`src/rtl/demux_pkg.sv`:
```
// Shared definitions for the 1-to-2 demultiplexer: slot state encoding and default sizes.
// Optional per-output transfer counters are enabled with DEMUX_STATS_EN.
package demux_pkg;

    typedef enum logic {
        EMPTY = 1'b0,
        FULL  = 1'b1
    } slot_state_t;

    localparam int DEF_WIDTH     = 4;
    localparam int DEF_CNT_WIDTH = 8;

endpackage

```
`src/rtl/demux_slot.sv`:
```
// One-entry holding slot with valid/ready handshake; refills in the same cycle it drains.
// With DEMUX_STATS_EN defined it also counts completed drains (wrapping).
module demux_slot
    import demux_pkg::*;
#(
    parameter int WIDTH = DEF_WIDTH
`ifdef DEMUX_STATS_EN
    ,
    parameter int CNT_WIDTH = DEF_CNT_WIDTH
`endif
) (
    input  logic                 clk,
    input  logic                 rst_n,
    input  logic                 load,
    input  logic [WIDTH-1:0]     din,
    input  logic                 take,
    output logic                 room,
    output logic                 valid,
    output logic [WIDTH-1:0]     data
`ifdef DEMUX_STATS_EN
    ,
    output logic [CNT_WIDTH-1:0] count
`endif
);

    slot_state_t state;
    logic        drain;

    assign valid = (state == FULL);
    assign drain = valid && take;
    // A full slot can still take a new item when its consumer empties it this cycle.
    assign room  = (state == EMPTY) || take;

    // NOTE: state is updated with non-blocking assignments so every register sees pre-edge values.
    always_ff @(posedge clk) begin
        if (!rst_n) begin
            state <= EMPTY;
            // NOTE: data is cleared on reset because consumers may observe it while valid is low.
            data  <= '0;
        end else begin
            if (load) begin
                state <= FULL;
                data  <= din;
            end else if (drain) begin
                state <= EMPTY;
            end
        end
    end

`ifdef DEMUX_STATS_EN
    always_ff @(posedge clk) begin
        if (!rst_n) begin
            count <= '0;
        end else if (drain) begin
            count <= count + 1'b1;
        end
    end
`endif

endmodule

```
`src/rtl/demux1n2_4bit.sv`:
```
// Registered 1-to-2 demultiplexer: steers the producer stream into one of two holding slots by Sel.
// Define DEMUX_STATS_EN to expose per-output transfer counters.
module demux1n2_4bit
    import demux_pkg::*;
#(
    parameter int WIDTH = DEF_WIDTH
`ifdef DEMUX_STATS_EN
    ,
    parameter int CNT_WIDTH = DEF_CNT_WIDTH
`endif
) (
    input  logic                 Clock,
    input  logic                 Reset,
    input  logic                 InValid,
    input  logic [WIDTH-1:0]     InData,
    input  logic                 Sel,
    output logic                 InReady,
    output logic                 Out0Valid,
    output logic [WIDTH-1:0]     Out0Data,
    input  logic                 Out0Ready,
    output logic                 Out1Valid,
    output logic [WIDTH-1:0]     Out1Data,
    input  logic                 Out1Ready
`ifdef DEMUX_STATS_EN
    ,
    output logic [CNT_WIDTH-1:0] Out0Count,
    output logic [CNT_WIDTH-1:0] Out1Count
`endif
);

    logic room0;
    logic room1;
    logic accept;

    // Only the selected slot gates the producer; held low while reset is asserted.
    assign InReady = Reset && (Sel ? room1 : room0);
    assign accept  = InValid && InReady;

    demux_slot #(
        .WIDTH    (WIDTH)
`ifdef DEMUX_STATS_EN
        ,
        .CNT_WIDTH(CNT_WIDTH)
`endif
    ) u_slot0 (
        .clk  (Clock),
        .rst_n(Reset),
        .load (accept && !Sel),
        .din  (InData),
        .take (Out0Ready),
        .room (room0),
        .valid(Out0Valid),
        .data (Out0Data)
`ifdef DEMUX_STATS_EN
        ,
        .count(Out0Count)
`endif
    );

    demux_slot #(
        .WIDTH    (WIDTH)
`ifdef DEMUX_STATS_EN
        ,
        .CNT_WIDTH(CNT_WIDTH)
`endif
    ) u_slot1 (
        .clk  (Clock),
        .rst_n(Reset),
        .load (accept && Sel),
        .din  (InData),
        .take (Out1Ready),
        .room (room1),
        .valid(Out1Valid),
        .data (Out1Data)
`ifdef DEMUX_STATS_EN
        ,
        .count(Out1Count)
`endif
    );

endmodule

```
`config.mk`:
```
export PLATFORM = sky130hd
export DESIGN_NAME = demux1n2_4bit
export DESIGN_NICKNAME = d
export VERILOG_FILES = /design/src/rtl/demux_pkg.sv /design/src/rtl/demux_slot.sv /design/src/rtl/demux1n2_4bit.sv
export SDC_FILE = /design/constraint.sdc
export NUM_CORES = 1
export LEC_CHECK = 0
export BUFFER_PORTS_ARGS = -buffer_cell sky130_fd_sc_hd__buf_2
export CAP_MARGIN = 10
export CORE_UTILIZATION = 32
export CTS_CLUSTER_SIZE = 40
export DETAILED_ROUTE_END_ITERATION = 10
export PLACE_DENSITY = 0.71
export SYNTH_ARGS = -nofsm -noshare
export SYNTH_HDL_FRONTEND = slang
export SYNTH_SLANG_ARGS = --single-unit
```
`constraint.sdc`:
```
create_clock -name Clock -period 0.9 [get_ports Clock]
set_clock_uncertainty 0.05 [all_clocks]
set_input_delay 0 -clock Clock [delete_from_list [all_inputs] [get_ports Clock]]
set_output_delay 0 -clock Clock [all_outputs]
set_load 0.005 [all_outputs]
```
# After elaboration in Yosys (flattened, before gate mapping)

Index checks and enable logic that the tools add are counted.

Register bits: 10
Input bits: 10
Output and inout bits: 11
Word-level logic and storage cells: 22

Multiplexer cells: 5
Bitwise logic cells: 2
Reductions and logical operators: 11

Operators by type and width:

| cell               | count |
|---|---|
| logical AND 1 bit  | 6 |
| 2-to-1 mux 1 bit   | 5 |
| nonzero test 2 bit | 2 |
| logical OR 1 bit   | 2 |
| inverter 1 bit     | 2 |
| zero test 1 bit    | 1 |

# Depth between registers and ports, before layout

Gate-level depths: netlist of the first run.

Word-level depth: 7
Depth in mapped cells: 4
Gate-level depth less buffers: 3

# Hierarchy

From an unflattened synthesis of the first run, not the netlist that was laid out.

Cell total of the unflattened synthesis: 40
Area, all modules: 427.9 µm²

By module, submodules not included:

| module        | instances | cells an instance | area an instance (µm²) | sequential area each (µm²) |
|---|---|---|---|---|
| demux_slot    | 2         | 17                | 193.9                  | 100.1 |
| demux1n2_4bit | 1         | 6                 | 40.0                   | 0.0 |

# Worst setup path after synthesis of the first run

No wires, ideal clock.

Path type: register -> register
From: reg u_slot0.state (netlist: u_slot0.valid)
To: reg u_slot0.data[0]
Library setup time: 0.072 ns
Arrival: 0.895 ns
Required time: 0.778 ns
Setup slack: -0.117 ns
Cell stages (with the launch flop): 4
Path buffers: 0
Period minus slack after synthesis: 1.017 ns
Cell sequence: dfxtp_1 -> nor2b_4 -> nor3_4 -> mux2i_1

Longest elaborated chain between the ends: 6

Ends and longest elaborated chain:

| what                   | line                | RTL |
|---|---|---|
| from (decl)            | demux_slot.sv:26    | `slot_state_t state;` |
| from (signal assigned) | demux_slot.sv:37    | `state <= EMPTY;` |
| from (signal assigned) | demux_slot.sv:42    | `state <= FULL;` |
| from (signal assigned) | demux_slot.sv:45    | `state <= EMPTY;` |
| inverter 1 bit         | demux_slot.sv:32    | `assign room = (state == EMPTY) \|\| take;` |
| logical OR 1 bit       | demux_slot.sv:32    |  |
| 2-to-1 mux 1 bit       | demux1n2_4bit.sv:36 | `assign InReady = Reset && (Sel ? room1 : room0);` |
| logical AND 1 bit      | demux1n2_4bit.sv:36 |  |
| logical AND 1 bit      | demux1n2_4bit.sv:37 | `assign accept = InValid && InReady;` |
| logical AND 1 bit      | demux1n2_4bit.sv:48 | `.load (accept && !Sel),` |
| to (signal assigned)   | demux_slot.sv:43    | `data <= din;` |
| to (decl)              | demux_slot.sv:19    | `output logic [WIDTH-1:0] data` |

No other way between the ends.
A chain may end at the register's enable or synchronous reset.

# Worst setup path after layout of the first run

From: reg u_slot0.state (netlist: u_slot0.valid)
To: out InReady

Longest elaborated chain between the ends: 4

Ends and longest elaborated chain:

| what              | line                | RTL |
|---|---|---|
| inverter 1 bit    | demux_slot.sv:32    |  |
| logical OR 1 bit  | demux_slot.sv:32    |  |
| 2-to-1 mux 1 bit  | demux1n2_4bit.sv:36 |  |
| logical AND 1 bit | demux1n2_4bit.sv:36 |  |
| to (decl)         | demux1n2_4bit.sv:17 | `output logic InReady,` |

No other way between the ends.

==> summary.md, run 1 <==
| Metric | Value |
|---|---|
| Final worst path period share | 128% |
| Synthesis warning total | 0 |
| Maximum number of pins on one net before global-route repair | 7 |
| Antenna violation net count after detailed routing | 0 |
| Most area-hungry cell type in the Yosys netlist | dfxtp_1 |
| Worst hold path class | input pin to register |
| Length in cells of the worst reg-to-reg path | 4 |
| Detailed-router iteration count before antenna repair | 6 |
| Combinational power share | 16.9% |
| Top fanout value on the critical path | 2 |
| Area Overhead vs Synth | 49.7% |
| Die ar. | 1580 um^2 |
| Final routed DRC violation total | 0 |
| Period minus WS final | 1.16 ns |
| Number of global-route vias before repair | 344 |
| Initial core utilization | 34.6% |
| Per-cell via count in the routed design | 4.46 |
| Number of buffer cells added on primary ports | 20 |
| GRT Util Overall | 13.5% |
| Wire length of the first global-routing pass | 1350 um |
| CP Data Arrival Time | 1.11 ns |
| Slew HR | 79.9% |
| Pwr Density | 1350 nW/um^2 |
| Number of clock buffers inserted by TritonCTS | 3 |
| Die width | 39.7 um |
| Clock share of power | 31.3% |
| Clock tree from TritonCTS | yes |
| Layout cells sized above 1 | 52.5% |
| Drt first-iter violations | 4 |
| Mean instance size in the synthesized netlist | 9.29 um^2 |
| Final net count | 92 |
| Sequential Power Share | 51.8% |
| Detail-routed net length per standard cell | 9.78 um |
| Synth top area cells | dfxtp_1 44%, nand2_1 9.1%, mux2i_1 8.8% |
| Number of vias in the routed layout | 424 |
| Wirelength, routed | 929 um |
| Max VDD drop | 0.000647 V |
| Clock tree root driver cell | clkbuf_4 |
| Count of cell types in the netlist | 18 |
| Most used standard cell by instance count after synthesis | nand2_1 |
| Final Slew Violations | 0 |
| WHS Path Cells | 3 |
| Critical path endpoint category | output port |
| Dpl ws | -0.175 ns |
| Classification of the worst setup path | register to output port |
| Most used standard cells in the synthesized netlist | 11 x nand2_1, 10 x dfxtp_1 |
| Switching power | 213 uW |
| Final antenna diode count | 0 |
| Kind of start point of the critical path | register |
| Number of primary I/O pins | 21 |
| Number of enable flip-flop cells after synthesis | 0 |
| Grt total ovfl | 0 |
| Synthesized instance count | 49 |
| Total power after layout | 922 uW |
| Die Y | 39.7 um |
| Num Clock Sinks | 10 |
| Result of the run | finished, violations left |
| Core Rows | 13 |
| Measured slew at the worst slew-check pin | 0.300 ns |
| Switching Fraction | 23.1% |
| Half-perimeter wire length of the detailed placement result | 660 um |
| Area share of the leading cell type in the synthesized netlist | 44.0% |
| Setup TNS Final | -1.37 ns |
| Slack of the worst reg-to-reg path | -0.24 ns |
| Insertion delay of the later-clocked pin in the worst-skew pair | 0.25 ns |
| Leak Pwr | 0.340 nW |
| Top_reg_cell synth | dfxtp_1 |
| Post-Synthesis Net Count | 59 |
| Unrepaired setup endpoints after global routing | yes |
| Final setup fails | 6 |
| Failing checks | negative setup slack |
| Core region area | 1320 um^2 |
| Post-Syn Area | 455 um^2 |
| Routability-driven placement congestion ratio | 0.630 |
| Count of filler cells inserted in the layout | 131 |
| Clock-pin slew on the worst setup and hold paths | 0.06 ns |
| Share of async-settable or async-resettable flops after synthesis | 0% |
| Initial antenna violation count | 0 |
| Hold violation total from the final report | 0 |
| Data required time at the worst endpoint | 0.85 ns |
| Internal portion of total power | 709 uW |
| Register bit count reported by yosys | 10 |
| Count of max-cap constraint violations | 0 |
| Maximum operating frequency | 0.865 GHz |
| Sequential area share after synthesis | 44.0% |
| Fin worst setup slack | -0.256 ns |
| Maximum root-to-sink buffer count | 2 |
| Number of levels in the clock H-tree | 1 |
[worst paths after layout]
| check | endpoint | start |
|---|---|---|
| worst max-delay path | InReady | u_slot0.valid |
| worst min-delay path | u_slot0.data[1] | Sel |
| worst max register to register | u_slot0.data[3] | u_slot0.valid |
| worst min register to register | u_slot1.data[1] | u_slot1.data[1] |
[cells by family (layout without fill, tap and decap cells)]
| kind of cell | count (synthesis) | count (layout) | share of synthesized area (%) |
|---|---|---|---|
| AO/OA/AOI/OAI | 7 | 7 | 12.6 |
| buffers and inverters | 7 | 38 | 8.51 |
| flip-flops | 10 | 10 | 44.0 |
| multiplexers | 4 | 4 | 8.79 |
| AND/OR/NAND/NOR | 21 | 21 | 26.1 |
[sequential cells by signal, summed over array words and instances (netlist names)]
signal	flops
u_slot0.data	4
u_slot1.data	4
u_slot0.valid	1
u_slot1.valid	1
[worst max-delay path: stages (launching register included)]
cell	delay, ns
dfxtp_2	0.31
nor2b_4	0.12
or2_4	0.22
a21boi_2	0.10
buf_2	0.11
[stage by stage]
stage                     util, %  instances  hold slack, ns  instance area (um^2)
after floorplan                 -         49          0.0478                   468
after CTS                    51.8         95          0.0648                   682
after global routing         51.8         95          0.0679                   682
after detailed placement     45.7         87           0.198                   602
final                        51.8         95          0.0673                   682
after global placement       45.7         87           0.199                   602
[placed cells by master, fill, tap and decap left out]
cell type       n
buf_2          20
nand2_1        11
dfxtp_1         8
buf_4           7
inv_1           4
mux2i_1         4
nand3_1         4
o21ai_2         4
dlygate4sd3_1   4
clkbuf_4        3
dfxtp_2         2
nand2b_4        1
nor2b_4         1
or2_4           1
a21boi_2        1
nor3_4          1
and3_1          1
and2_4          1
a21boi_1        1
o21a_1          1
[routing by layer]
| layer | up-vias | GRT usage, % | routed length, um |
|---|---|---|---|
| met4 | 0 | 10.3 | 11 |
| met1 | 187 | 16.9 | 453 |
| met5 | - | 0 | 0 |
| met2 | 11 | 18.0 | 415 |
| met3 | 2 | 5.11 | 48 |
| li1 | 224 | - | - |
[what timing repair did]
action / 4_1_cts / 5_1_grt
pin swaps: 3 / 0
hold buffers: 4 / 0
endpoints found under the setup margin: 11 / 6
gates resized for setup: 2 / 0
hold endpoints to repair: 8 / 0
buffers inserted: 1 / 0
[power by group through the flow]
stage | clock network (mW) | registers [mW] | logic (mW)
after global routing | 0.317 | 0.481 | 0.171
after CTS | 0.299 | 0.478 | 0.156
after floorplan | 0 | 0.490 | 0.0688
after detailed placement | 0 | 0.486 | 0.137
final | 0.289 | 0.478 | 0.155
after global placement | 0 | 0.486 | 0.135
[layout make-up]
cell class	count	area, um^2	area share (%)
Tap cell	15	18.8	2.75
Timing Repair Buffer	31	193	28.3
Clock buffer	3	22.5	3.30
Inverter	4	15.0	2.20
Sequential cell	10	203	29.7
Multi-Input combinational cell	32	230	33.8
No activity file was read; power rests on OpenSTA's default activity.
==> inputs of run 2 (changes only) <==
HOLD_SLACK_MARGIN = 0.15   (was not set)
==> summary.md, run 2 (synthesis results as in run 1) <==
| Metric | Value |
|---|---|
| Leak Pwr | 0.357 nW (+5.1%) |
| Die Y | 39.7 um (unchanged) |
| Number of global-route vias before repair | 348 (+1.2%) |
| Top fanout value on the critical path | 2 (unchanged) |
| CP Data Arrival Time | 1.11 ns (about the same) |
| Most frequent cells in the layout | 20 x buf_2, 11 x nand2_1, 8 x dfxtp_1 |
| Antenna violation net count after detailed routing | 0 (unchanged) |
| Final setup fails | 6 (unchanged) |
| Length in cells of the worst reg-to-reg path | 4 (unchanged) |
| Sequential standard cell area | 203 um^2 (unchanged) |
| Number of primary I/O pins | 21 (unchanged) |
| Routability-driven placement congestion ratio | 0.630 (unchanged) |
| Kind of start point of the critical path | register |
| Num Clock Sinks | 10 (unchanged) |
| Per-cell via count in the routed design | 4.47 (+0.25%) |
| Area Overhead vs Synth | 54.7% |
| Worst hold path class | input pin to register |
| Die width | 39.7 um (unchanged) |
| Slack of the worst reg-to-reg path | -0.24 ns (about the same) |
| Total power after layout | 923 uW (about the same) |
| Grt total ovfl | 0 (unchanged) |
| Maximum root-to-sink buffer count | 2 (unchanged) |
| Max VDD drop | 0.000669 V (+3.4%) |
| Clock tree from TritonCTS | yes |
| Result of the run | finished, violations left |
| Regs by FF count | u_slot0.data x4, u_slot1.data x4 |
| Count of filler cells inserted in the layout | 131 (unchanged) |
| Die ar. | 1580 um^2 (unchanged) |
| Final routed DRC violation total | 0 (unchanged) |
| Core Rows | 13 (unchanged) |
| Final worst path period share | 128% (about the same) |
| Unrepaired setup endpoints after global routing | yes |
| Data required time at the worst endpoint | 0.85 ns (about the same) |
| Timing startpoint of the critical path | u_slot0.valid |
| Final antenna diode count | 0 (unchanged) |
| Number of clock buffers inserted by TritonCTS | 3 (unchanged) |
| Insertion delay of the later-clocked pin in the worst-skew pair | 0.25 ns (about the same) |
| Wire length of the first global-routing pass | 1350 um (+0.52%) |
| Beginning of the worst register-to-register path | u_slot0.valid |
| Clock tree root driver cell | clkbuf_4 |
| Number of levels in the clock H-tree | 1 (unchanged) |
| Critical-path cell list | nor2b_4 -> or2_4 -> a21boi_2 -> buf_2 |
| Critical path endpoint category | output port |
| Number of buffer cells added on primary ports | 20 (unchanged) |
| Period minus WS final | 1.16 ns (-0.000163 ns) |
| Clock-pin slew on the worst setup and hold paths | 0.06 ns (about the same) |
| Initial core utilization | 34.6% (unchanged) |
| Initial antenna violation count | 0 (unchanged) |
| Footprint of the multi-input gates | 230 um^2 (unchanged) |
| Post-CTS Hold Fix Bufs | 6 (+2) |
| Detailed-router iteration count before antenna repair | 2 (-4) |
| Pwr Density | 1310 nW/um^2 (-3.1%) |
| Capture point of the critical path | InReady |
| Worst path slowest cell | dfxtp_2 |
| Most common library cell in the layout ignoring fill and taps | buf_2 |
| Maximum number of pins on one net before global-route repair | 6 (-1) |
| Failing checks | negative setup slack |
| Final net count | 94 (+2.2%) |
| Measured slew at the worst slew-check pin | 0.298 ns (-0.00273 ns) |
| Fin worst setup slack | -0.256 ns (+0.000163 ns) |
| Dpl ws | -0.175 ns (unchanged) |
| Classification of the worst setup path | register to output port |
| Final Slew Violations | 0 (unchanged) |
| Core region area | 1320 um^2 (unchanged) |
| Half-perimeter wire length of the detailed placement result | 660 um (unchanged) |
| Longest individual stage delay on the worst path | 0.31 ns (about the same) |
| Capture instance of the worst register-to-register path | u_slot0.data[3] |
| Layout cells sized above 1 | 51.2% (-1.3 points) |
| Maximum operating frequency | 0.865 GHz (about the same) |
| Hold slack final | 0.0672 ns (-0.0000842 ns) |
| Setup TNS Final | -1.35 ns (+0.0118 ns) |
| Hold violation total from the final report | 0 (unchanged) |
| Slew HR | 80.1% (+0.18 points) |
| Detail-routed net length per standard cell | 9.28 um (-5.1%) |
| Number of vias in the routed layout | 434 (+2.4%) |
| Drt first-iter violations | 1 (-3) |
| Count of max-cap constraint violations | 0 (unchanged) |
| Wirelength, routed | 900 um (-3.1%) |
| GRT Util Overall | 13.5% (unchanged) |
## run 2: timing repair
item | in CTS | in global routing
resized for setup | 2 | 1
pin swaps | 3 | 0
setup buffers | 1 | 0
endpoints found under the hold margin | 10 | 6
setup endpoints to repair | 11 | 6
## run 2: metrics by stage
step	instances	util [%]	cell area (um^2)
final	97	53.5	704
after global routing	97	53.5	704
after CTS	97	53.3	702
after detailed placement	87	45.7	602
after global placement	87	45.7	602
after floorplan	49	-	468
## run 2: report_power, final
group | internal [mW] | leakage, nW | switching (mW)
combinational | 0.0953 | 0.260 | 0.0664
sequential | 0.467 | 0.0827 | 0.0112
clock | 0.153 | 0.0138 | 0.130
total | 0.715 | 0.357 | 0.208
## run 2: layout make-up
cell class                      instances  area share [%]
Inverter                                4            2.13
Sequential cell                        10            28.8
Multi-Input combinational cell         32            32.7
Clock buffer                            3            3.20
Timing Repair Buffer                   33            30.6
Tap cell                               15            2.66
## run 2: per-layer routing
metal  vias to the layer above  global-route usage [%]  part of all wire (%)
li1                        231                       -                     -
met2                        11                    17.6                    45
met5                         -                       0                     0
met3                         2                    5.11                   5.3
met4                         0                    10.3                   1.2
met1                       190                    17.2                    48
## run 2: worst min-delay path by stage
stage	to	slack [ns]	depth (start not counted)	startpoint
5_1_grt	u_slot0.data[3]	0.07	3	Sel
4_1_cts	u_slot0.data[3]	0.06	3	Sel
3_5_place_dp	u_slot1.data[2]	0.20	3	InData[2]
6_report	u_slot0.data[1]	0.07	3	Sel
3_3_place_gp	u_slot1.data[2]	0.20	3	InData[2]
2_1_floorplan	InReady	0.05	2	Sel
## run 2: worst max-delay path, delay by kind of cell, from the launching register on
kind | cells | cell delay [ns]
simple gates | 2 | 0.34
buf+inv | 1 | 0.11
flops | 1 | 0.31
compound gates | 1 | 0.10
